`config.mk`:
```
export PLATFORM = sky130hd
export DESIGN_NAME = uart_rx_ctrl
export DESIGN_NICKNAME = d
export VERILOG_FILES = /design/src/rtl/uart_rx_ctrl.sv
export SDC_FILE = /design/constraint.sdc
export NUM_CORES = 1
export LEC_CHECK = 0
export ABC_AREA = 1
export CAP_MARGIN = 20
export CORE_ASPECT_RATIO = 1.4
export CORE_MARGIN = 2
export CORE_UTILIZATION = 40
export DETAILED_ROUTE_END_ITERATION = 8
export SYNTH_ARGS = -nofsm -noshare
export SYNTH_HDL_FRONTEND = slang
export SYNTH_SLANG_ARGS = --single-unit
export TNS_END_PERCENT = 1
```
`constraint.sdc`:
```
create_clock -name clk -period 3 [get_ports clk]
set_input_delay 0.6 -clock clk [delete_from_list [all_inputs] [get_ports clk]]
set_output_delay 0.6 -clock clk [all_outputs]
set_load 0.1 [all_outputs]
```
`src/rtl/uart_rx_ctrl.sv`:
```
// ---------------------------------------------------------------------------
// uart_rx_ctrl
//
// Purpose:
//   Controller/scheduler wrapped around the UART receive FSM datapath.
//   Generates the 16x oversampling strobe and double-flop synchronises the raw
//   RX pin. It sequences the receive FSM through OFF / ARM / RUN, buffers
//   completed bytes in a small FIFO with a valid/ready output, and keeps
//   overrun and frame-error status.
//
// Parameters:
//   DEPTH     FIFO entries (power of 2, >= 2)
//   CNT_W     width of the saturating frame-error counter
//   TO_TICKS  idle strobes before o_timeout (exists only with the macro)
//
// Optional feature:
//   UART_RX_TIMEOUT_EN  when defined, adds an idle-with-data timeout flag.
//                       When undefined, o_timeout is tied low and no idle
//                       counter is built.
//
// Ports:
//   clk, rst_n        clock, asynchronous active-low reset
//   i_en              receiver enable (level)
//   i_div             clk cycles per sampling strobe (values < 2 act as 2)
//   i_rxd_pin         raw asynchronous RX pin
//   o_rx_rst_n        synchronous reset to the Rx FSM, high only in RUN
//   o_sampling        one-cycle oversampling strobe
//   o_rxd_sync        synchronised RX line
//   i_rx_byte         received byte from the Rx FSM
//   i_rx_complete     frame-good pulse from the Rx FSM
//   i_rx_error        stop-bit-error pulse from the Rx FSM
//   o_data            FIFO head byte
//   o_valid           FIFO non-empty
//   i_ready           consumer pop request (pop = o_valid & i_ready)
//   o_level           FIFO occupancy, 0..DEPTH
//   o_overrun         sticky: a byte was dropped on a full FIFO
//   o_err_cnt         saturating count of frame errors
//   i_clr_status      clears o_overrun, o_err_cnt and o_timeout
//   o_timeout         idle-with-data flag
// ---------------------------------------------------------------------------
module uart_rx_ctrl #(
    parameter int DEPTH = 4,
    parameter int CNT_W = 8
`ifdef UART_RX_TIMEOUT_EN
    , parameter int TO_TICKS = 32
`endif
) (
    input  logic                       clk,
    input  logic                       rst_n,
    input  logic                       i_en,
    input  logic [15:0]                i_div,
    input  logic                       i_rxd_pin,
    output logic                       o_rx_rst_n,
    output logic                       o_sampling,
    output logic                       o_rxd_sync,
    input  logic [7:0]                 i_rx_byte,
    input  logic                       i_rx_complete,
    input  logic                       i_rx_error,
    output logic [7:0]                 o_data,
    output logic                       o_valid,
    input  logic                       i_ready,
    output logic [$clog2(DEPTH):0]     o_level,
    output logic                       o_overrun,
    output logic [CNT_W-1:0]           o_err_cnt,
    input  logic                       i_clr_status,
    output logic                       o_timeout
);

    localparam int AW = $clog2(DEPTH);
    localparam int LW = AW + 1;

    typedef enum logic [1:0] {
        ST_OFF,
        ST_ARM,
        ST_RUN
    } state_t;

    state_t            state_q, state_d;
    logic [15:0]       div_q, div_d;
    logic [15:0]       cnt_q, cnt_d;
    logic [3:0]        arm_cnt_q, arm_cnt_d;
    logic              sampling_q, sampling_d;
    logic              rx_rst_n_q, rx_rst_n_d;
    logic              sync1_q, sync1_d;
    logic              sync2_q, sync2_d;
    logic [7:0]        mem_q [DEPTH];
    logic [7:0]        mem_d [DEPTH];
    logic [AW-1:0]     wr_ptr_q, wr_ptr_d;
    logic [AW-1:0]     rd_ptr_q, rd_ptr_d;
    logic [LW-1:0]     level_q, level_d;
    logic              overrun_q, overrun_d;
    logic [CNT_W-1:0]  err_cnt_q, err_cnt_d;

`ifdef UART_RX_TIMEOUT_EN
    localparam int TW = $clog2(TO_TICKS + 1);
    logic [TW-1:0]     idle_q, idle_d;
    logic              timeout_q, timeout_d;
`endif

    logic [15:0]       div_eff;
    logic              run;
    logic              valid;
    logic              pop;
    logic              good;
    logic              room;
    logic              push;
    logic              drop;
    logic              err_ev;

    assign div_eff = (i_div < 16'd2) ? 16'd2 : i_div;
    assign run     = (state_q == ST_RUN);
    assign valid   = (level_q != '0);
    assign pop     = valid & i_ready;
    // An error pulse overrides a simultaneous complete pulse.
    assign good    = run & i_rx_complete & ~i_rx_error;
    // A pop in the same cycle frees a slot even when the FIFO is full.
    assign room    = (level_q != LW'(DEPTH)) | pop;
    assign push    = good & room;
    assign drop    = good & ~room;
    assign err_ev  = run & i_rx_error;

    // Next-state logic: sequencer, strobe divider, synchroniser, FIFO, status.
    always_comb begin
        state_d    = state_q;
        div_d      = div_q;
        cnt_d      = cnt_q;
        arm_cnt_d  = arm_cnt_q;
        sync1_d    = i_rxd_pin;
        sync2_d    = sync1_q;
        mem_d      = mem_q;
        wr_ptr_d   = wr_ptr_q;
        rd_ptr_d   = rd_ptr_q;
        level_d    = level_q;
        overrun_d  = overrun_q;
        err_cnt_d  = err_cnt_q;

        case (state_q)
            ST_OFF: begin
                cnt_d = '0;
                if (i_en) begin
                    state_d   = ST_ARM;
                    div_d     = div_eff;
                    arm_cnt_d = '0;
                end
            end
            ST_ARM: begin
                if (!i_en) begin
                    state_d = ST_OFF;
                    cnt_d   = '0;
                end else begin
                    cnt_d = sampling_q ? 16'd0 : cnt_q + 16'd1;
                    // Sixteen consecutive idle-high strobes prove the line is idle.
                    if (sampling_q) begin
                        if (!sync2_q) begin
                            arm_cnt_d = '0;
                        end else if (arm_cnt_q == 4'd15) begin
                            state_d   = ST_RUN;
                            arm_cnt_d = '0;
                        end else begin
                            arm_cnt_d = arm_cnt_q + 4'd1;
                        end
                    end
                end
            end
            ST_RUN: begin
                if (!i_en) begin
                    state_d = ST_OFF;
                    cnt_d   = '0;
                end else begin
                    cnt_d = sampling_q ? 16'd0 : cnt_q + 16'd1;
                end
            end
            default: begin
                state_d = ST_OFF;
                cnt_d   = '0;
            end
        endcase

        // Both outputs are registered decodes of the next state so they line
        // up with state_q and cnt_q in the cycle they describe.
        rx_rst_n_d = (state_d == ST_RUN);
        sampling_d = (state_d != ST_OFF) && (cnt_d == div_d - 16'd1);

        if (push) begin
            mem_d[wr_ptr_q] = i_rx_byte;
            wr_ptr_d        = wr_ptr_q + AW'(1);
        end
        if (pop) begin
            rd_ptr_d = rd_ptr_q + AW'(1);
        end
        case ({push, pop})
            2'b10:   level_d = level_q + LW'(1);
            2'b01:   level_d = level_q - LW'(1);
            default: level_d = level_q;
        endcase

        // A new event in the same cycle as a clear takes precedence.
        if (drop) begin
            overrun_d = 1'b1;
        end else if (i_clr_status) begin
            overrun_d = 1'b0;
        end

        if (err_ev) begin
            if (i_clr_status) begin
                err_cnt_d = CNT_W'(1);
            end else if (err_cnt_q != '1) begin
                err_cnt_d = err_cnt_q + CNT_W'(1);
            end
        end else if (i_clr_status) begin
            err_cnt_d = '0;
        end

`ifdef UART_RX_TIMEOUT_EN
        idle_d    = idle_q;
        timeout_d = timeout_q;
        if (push || pop || !valid) begin
            idle_d = '0;
        end else if (run && sampling_q && (idle_q != TW'(TO_TICKS))) begin
            idle_d = idle_q + TW'(1);
        end
        if (run && sampling_q && valid && !push && !pop &&
            (idle_q == TW'(TO_TICKS - 1))) begin
            timeout_d = 1'b1;
        end else if (pop || i_clr_status) begin
            timeout_d = 1'b0;
        end
`endif
    end

    // State registers; the synchroniser flops reset to the idle-high line level.
    always_ff @(posedge clk or negedge rst_n) begin
        if (!rst_n) begin
            state_q    <= ST_OFF;
            div_q      <= 16'd2;
            cnt_q      <= '0;
            arm_cnt_q  <= '0;
            sampling_q <= 1'b0;
            rx_rst_n_q <= 1'b0;
            sync1_q    <= 1'b1;
            sync2_q    <= 1'b1;
            mem_q      <= '{default: '0};
            wr_ptr_q   <= '0;
            rd_ptr_q   <= '0;
            level_q    <= '0;
            overrun_q  <= 1'b0;
            err_cnt_q  <= '0;
`ifdef UART_RX_TIMEOUT_EN
            idle_q     <= '0;
            timeout_q  <= 1'b0;
`endif
        end else begin
            state_q    <= state_d;
            div_q      <= div_d;
            cnt_q      <= cnt_d;
            arm_cnt_q  <= arm_cnt_d;
            sampling_q <= sampling_d;
            rx_rst_n_q <= rx_rst_n_d;
            sync1_q    <= sync1_d;
            sync2_q    <= sync2_d;
            mem_q      <= mem_d;
            wr_ptr_q   <= wr_ptr_d;
            rd_ptr_q   <= rd_ptr_d;
            level_q    <= level_d;
            overrun_q  <= overrun_d;
            err_cnt_q  <= err_cnt_d;
`ifdef UART_RX_TIMEOUT_EN
            idle_q     <= idle_d;
            timeout_q  <= timeout_d;
`endif
        end
    end

    assign o_rx_rst_n = rx_rst_n_q;
    assign o_sampling = sampling_q;
    assign o_rxd_sync = sync2_q;
    assign o_data     = mem_q[rd_ptr_q];
    assign o_valid    = valid;
    assign o_level    = level_q;
    assign o_overrun  = overrun_q;
    assign o_err_cnt  = err_cnt_q;
`ifdef UART_RX_TIMEOUT_EN
    assign o_timeout  = timeout_q;
`else
    assign o_timeout  = 1'b0;
`endif

endmodule

```
==> summary.txt, run 1 <==
STA
  – Final min period: approximately 2600 ps
  – Unrepaired setup endpoints after global routing: false
  – Fmax: 379 MHz
  – Final setup skew: 8.47 ps
  – Setup Viol. Count Final: 0
  – Hold slack final: 305 ps
  – Slew Viols, Final: 0
  – Endpoints failing hold: 0
  – Worst slew margin: 0.522
  – Setup TNS: 0 ps
  – Final period utilization: 0.879
  – Slew of the pin with the lowest slew margin: ~720 ps

Setup path
  – Worst-case reg-to-reg path depth: 18
  – R2r setup slk: ~540 ps
  – CP peak stage delay: ~420 ps
  – Top cell by count, worst path: nor2_1
  – Worst EP required: 3270 ps
  – Worst setup EP type: register
  – Slowest stage cell on the critical path: clkdlybuf4s50_1
  – Crit path DAT: 2910 ps
  – Critical Path Start Type: input port
  – Crit-path cells: clkdlybuf4s50_1 > nor2_1 > nand2_1 > nor2_1 > nand2_1 > a21oi_1 > ha_1 > nand2_2 > nor2_4 > nand4_1 > nor2_1 > nand3_1 > nand2_1 > nand3_1 > nor2_1 > nand3_1 > nor2_1
  – Crit Path Max Fanout: 6
  – Critical path class: in2reg

Clocking
  – Hold-fix buffers, CTS: 0
  – Clock buffer depth: 2
  – Clk root buf: clkbuf_16
  – CTS tree: built
  – H-Tree Depth: 3
  – Num Clock Sinks: 90
  – CTS clk-pin slew, worst paths: 60 ps
  – CTS Buf Count: 9
  – Post_cts resized: 0
  – Post-CTS setup buffer count: 0
  – Skew-Pair Late Insertion Delay: 340 ps

Route
  – DRC Markers: 0
  – Post-route ant nets: 0
  – DR WL/cell: approximately 13 um
  – DR vias/cell: 5.04
  – DR vias: 4464
  – First-pass DRT Iterations: 4
  – Final WL: 11.9 mm
  – DR iter-0 viols: 110

Die
  – Core ar.: ~13000 um^2
  – Die Ht: between 100 and 150 um
  – Die X-Extent: 100 um
  – Placement row count: 49
  – Die area: 13900 um^2
  – Initial Util: 0.407
  – I/O pins: 57

Power and ir drop
  – Power density cells: between 800 and 900 nW/um^2
  – Net Switching: around 0.0024 W
  – LEAKAGE: 3.25 nW
  – Worst IR Drop VDD: 0.387 mV
  – Sw Share: 0.464
  – Clk pwr share: 0.221
  – Seq pwr share: 0.286
  – Power Internal: 0.00280 W
  – Combinational fraction of design power: 0.494

Logic synthesis
  – Mapped Cells: 649
  – Post-Syn Area per Cell: 7.99 um^2
  – Synth top area share: 0.420
  – Number of synthesis warnings: 0
  – Mapped Area: 5190 um^2
  – Fraction of registers with async set/reset: 1.00
  – Post-synth EDFFs: 0
  – Netlist cell types: between 40 and 50
  – Largest area contributor in the netlist: dfrtp_1
  – Top cells by area, synth: dfrtp_1 42%, nand2_1 10%, inv_1 8.0%, mux2_2 6.9%, nor2_1 5.4%
  – Post-synthesis sequential element count: 90
  – Register area share after synthesis: 0.435
  – Synth Flop Type: dfrtp_1
  – Post-Syn Nets: around 700

Layout
  – FF/Latch Area: around 2300 um^2
  – Fill count: 1239
  – NumNets Final: 774
  – Most frequent cells in the layout: 142 x nand2_1, 110 x inv_1, 87 x dfrtp_1
  – Commonest non-fill, non-tap cell in the layout: nand2_1
  – Multi-input logic area: 2450 um^2
  – Share of cells above drive strength 1: 0.173
  – Area Overhead vs Synth: 21.3%
  – Antenna fix cells: 0

Global route
  – Grt ovf: 0
  – Largest net degree at the start of global routing: 55
  – Gr usage total: 0.181
  – First-pass GRT wire length: 20.2 mm
  – Vias in the first global route: 4396
  – Initial antenna violation count: 0

Place
  – GP Congestion: 0.846
  – Post-detail-place hpwl: between 9 and 10 mm
  – Port bufs: between 50 and 60

Worst hold path
  – Hold Path Class: in2async

Run status
  – Outcome: finished clean

Flow run
  – Max_cap viols: 0
cell usage after synthesis, drive strengths merged (2+ instances only):
| cell type | number |
|---|---|
| nand3 | 42 |
| xnor2 | 3 |
| a21oi | 13 |
| ha | 13 |
| o21ai | 45 |
| nand3b | 3 |
| clkbuf | 3 |
| nor3 | 12 |
| or2 | 2 |
| o22ai | 9 |
| inv | 113 |
| a221oi | 2 |
| nand4 | 12 |
| dfstp | 3 |
| nand2 | 151 |
| nor2 | 83 |
| mux2 | 32 |
| xor2 | 7 |
| dfrtp | 87 |
| buf | 5 |
state kept, by name, indices dropped and copies added, names as in the netlist:
name / count
o_rx_rst_n: 1
arm_cnt_q: 4
state_q: 2
mem_q: 32
o_sampling: 1
div_q: 16
o_overrun: 1
o_level: 3
wr_ptr_q: 2
o_err_cnt: 8
o_rxd_sync: 1
sync1_q: 1
rd_ptr_q: 2
cnt_q: 16
worst max-delay path: cells and delay by family:
kind                     cells  cell delay [ps]
AO/OA/AOI/OAI                1              190
adder cells (fa/ha/maj)      1              200
buffers and inverters        1              420
AND/OR/NAND/NOR             14             1490
cell type report:
| type | count | area share |
|---|---|---|
| multi-input cells | 437 | 0.389 |
| clock buffers | 13 | 0.0398 |
| flip-flops and latches | 90 | 0.358 |
| well taps | 153 | 0.0304 |
| clock inverters | 3 | 0.00755 |
| repair buffers | 76 | 0.107 |
| inverters | 114 | 0.0682 |
per-layer routing:
| metal | track usage | share of wire | vias to the layer above |
|---|---|---|---|
| li1 | - | - | 2222 |
| met1 | 0.205 | 0.40 | 2145 |
| met2 | 0.338 | 0.55 | 78 |
| met3 | 0.0212 | 0.027 | 19 |
| met4 | 0.0692 | 0.018 | 0 |
| met5 | 0 | 0 | - |
stage by stage:
step                       util  cells  total power [W]  setup slack (ps)  instance area (um^2)
after floorplan               -    649          0.00346             -86.8                  5190
after global placement    0.470    870          0.00406              55.9                  6000
after detailed placement  0.470    870          0.00411              13.2                  6000
after CTS                 0.494    886          0.00528               359                  6290
after global routing      0.494    886          0.00557               114                  6290
final                     0.494    886          0.00522               363                  6290
power by group through the flow:
stage	Combinational [W]	Clock, W	Sequential (W)
6_report	0.00258	0.00115	0.00149
5_1_grt	0.00283	0.00123	0.00151
4_1_cts	0.00260	0.00118	0.00149
3_5_place_dp	0.00260	0	0.00151
3_3_place_gp	0.00255	0	0.00151
2_1_floorplan	0.00183	0	0.00164
worst paths after layout:
path	startpoint	endpoint
max reg2reg	state_q[0]	o_sampling
max	i_div[14]	o_sampling
min in group clk	sync1_q	o_rxd_sync
min reg2reg	sync1_q	o_rxd_sync
max in group asynchronous	rst_n	o_rxd_sync
min	rst_n	mem_q[5]
cells by family (layout without fill, tap and decap cells):
logic type | Yosys count | count (layout) | synth area share
AOI/OAI and AO/OA | 73 | 73 | 0.0866
xor gates and xnor gates | 10 | 10 | 0.0169
adders and majority gates | 14 | 14 | 0.0352
buffers and inverters | 122 | 206 | 0.0945
DFF | 90 | 90 | 0.435
muxes | 32 | 32 | 0.0694
other | 1 | 1 | 0.000723
and+or+nand+nor | 307 | 307 | 0.262
No activity file was read; power rests on OpenSTA's default activity.
==> run 2: changes to the inputs <==
--- a/config.mk
+++ b/config.mk
@@ -14,4 +14,3 @@
 export SYNTH_ARGS = -nofsm -noshare
 export SYNTH_HDL_FRONTEND = slang
 export SYNTH_SLANG_ARGS = --single-unit
-export TNS_END_PERCENT = 1
==> run 2 against run 1 <==
Compared with the run above:
- non-clock buffer count is 2 lower
- clock skew rose by 1.1 ps
- cell count is 0.23% lower
- final area up 1.7%
- sequential power about the same
- routed wire length about the same
- die area is the same
- clock power rose by 23%
- via count decreased by 1.3%
- critical path depth did not move
- maximum frequency is 2.4% higher
- sequential share of layout area down 0.61 points
- critical endpoint unchanged
==> summary.txt, run 2 (synthesized netlist as in run 1, its figures left out) <==
Place
  – Post-detail-place hpwl: 9.04 mm
  – Port bufs: 55
  – DP Area: 6020 um^2
  – GP Congestion: roughly 0.87

Clocking
  – CTS clk-pin slew, worst paths: 70 ps
  – Post_cts resized: 0
  – Clock buffer depth: 2
  – Post-CTS setup buffer count: 0
  – Skew-Pair Late Insertion Delay: 350 ps
  – H-Tree Depth: 3
  – Num Clock Sinks: 90
  – Clk root buf: clkbuf_16
  – CTS tree: built
  – CTS Buf Count: 9
  – Hold-fix buffers, CTS: 0

Global route
  – Vias in the first global route: 4438
  – Largest net degree at the start of global routing: 47
  – First-pass GRT wire length: around 20 mm
  – Initial antenna violation count: 0
  – Gr usage total: 0.180
  – Grt ovf: 0

STA
  – Endpoints failing hold: 0
  – Slew of the pin with the lowest slew margin: 627 ps
  – Unrepaired setup endpoints after global routing: false
  – Hold slack final: 271 ps
  – Final period utilization: 0.859
  – Final min period: 2580 ps
  – Worst slew margin: 0.582
  – Setup Viol. Count Final: 0
  – Final setup skew: 9.57 ps
  – Fmax: 388 MHz
  – Slew Viols, Final: 0

Layout
  – Area Overhead vs Synth: 23.4%
  – Commonest non-fill, non-tap cell in the layout: nand2_1
  – Fin area: approximately 6400 um^2
  – Antenna fix cells: 0
  – Most frequent cells in the layout: 142 x nand2_1, 110 x inv_1, 87 x dfrtp_1
  – NumNets Final: 772
  – Register with the most flip-flops: mem_q
  – Share of cells above drive strength 1: 0.187
  – Max reg flops: 32
  – Regs by FF count: mem_q x32, cnt_q x16, div_q x16

Die
  – Die area: 13900 um^2
  – Die X-Extent: 100 um
  – Core ar.: 12800 um^2
  – Initial Util: 0.407
  – Die Ht: about 140 um
  – I/O pins: 57
  – Placement row count: between 40 and 50

Setup path
  – Critical Path Start Type: input port
  – Worst setup EP type: register
  – Worst EP required: 3270 ps
  – Crit path DAT: 2850 ps
  – Crit Path Max Fanout: 6
  – Critical path class: in2reg

Route
  – DRC Markers: 0
  – Final WL: 11.9 mm
  – DR vias/cell: roughly 5.0
  – DR iter-0 viols: around 130
  – Post-route ant nets: 0
  – DR vias: between 4000 and 5000
  – DR WL/cell: 13.5 um
  – First-pass DRT Iterations: 4

Power and ir drop
  – Worst IR Drop VDD: 0.574 mV
  – Power density cells: between 800 and 900 nW/um^2
  – LEAKAGE: 3.29 nW

Run status
  – Outcome: finished clean

Worst hold path
  – Hold Path Class: in2async

Flow run
  – Max_cap viols: 0
## run 2: cell types whose count changed in the layout (fill, tap and decap cells not counted)
cell and change:
o22ai_1 -7, o22ai_2 +7, bufinv_16 +3, clkbuf_1 -3, buf_4 -2, a21oi_1 -1, a21oi_2 +1, clkbuf_8 -1
inv_6 +1, nor2_1 -1, nor2_2 +1
## run 2: area by class of cell
cell class | instances | area (um^2)
clock buffers | 9 | 225
inverters | 114 | 429
clock inverters | 7 | 146
repair buffers | 74 | 656
flip-flops and latches | 90 | 2260
fillers | 1235 | 6350
well taps | 153 | 191
multi-input cells | 437 | 2500
## run 2: per-stage QoR
step / power, W / std cells / setup TNS [ps] / setup slack, ps / utilization
after CTS: 0.00559 / 884 / 0 / 340 / 0.502
after detailed placement: 0.00416 / 868 / -22.5 / -22.5 / 0.472
final: 0.00554 / 884 / 0 / 424 / 0.502
after global routing: 0.00588 / 884 / 0 / 37.3 / 0.502
after global placement: 0.00410 / 868 / 0 / 63.5 / 0.472
after floorplan: 0.00353 / 649 / 0 / 374 / -
## run 2: final timing paths
check	cells past startpoint	start	end	slack, ps
max in group asynchronous	2	rst_n	div_q[1]	1990
min reg2reg	0	sync1_q	o_rxd_sync	360
max reg2reg	18	state_q[0]	o_sampling	460
min in group clk	0	sync1_q	o_rxd_sync	360
min	1	rst_n	o_err_cnt[3]	270
max	17	i_div[9]	o_sampling	420
## run 2: power by group
group / switching [W] / internal (W)
Sequential: 0.000105 / 0.00138
Combinational: 0.00188 / 0.000760
Clock: 0.000508 / 0.000906
## run 2: worst max-delay path, cell delays in order
cell             delay [ps]
clkdlybuf4s50_1         430
nor2_1                  130
nand2_1                  60
nor2_1                  120
nand2_1                 130
a21oi_2                 160
ha_1                    190
nand2_2                 100
nor2_4                  160
nand4_1                 140
nor2_2                  160
nand3_1                  90
nand2_1                  70
nand3_1                  80
nor2_1                   90
nand3_1                  70
nor2_1                   90
## run 2: layer usage
layer	vias to the layer above	routed length (um)	share of wire	track usage
met5	-	0	0	0
met1	2099	4880	0.41	0.197
met3	21	320	0.027	0.0318
met2	68	6390	0.54	0.331
li1	2219	-	-	-
met4	0	343	0.029	0.0800
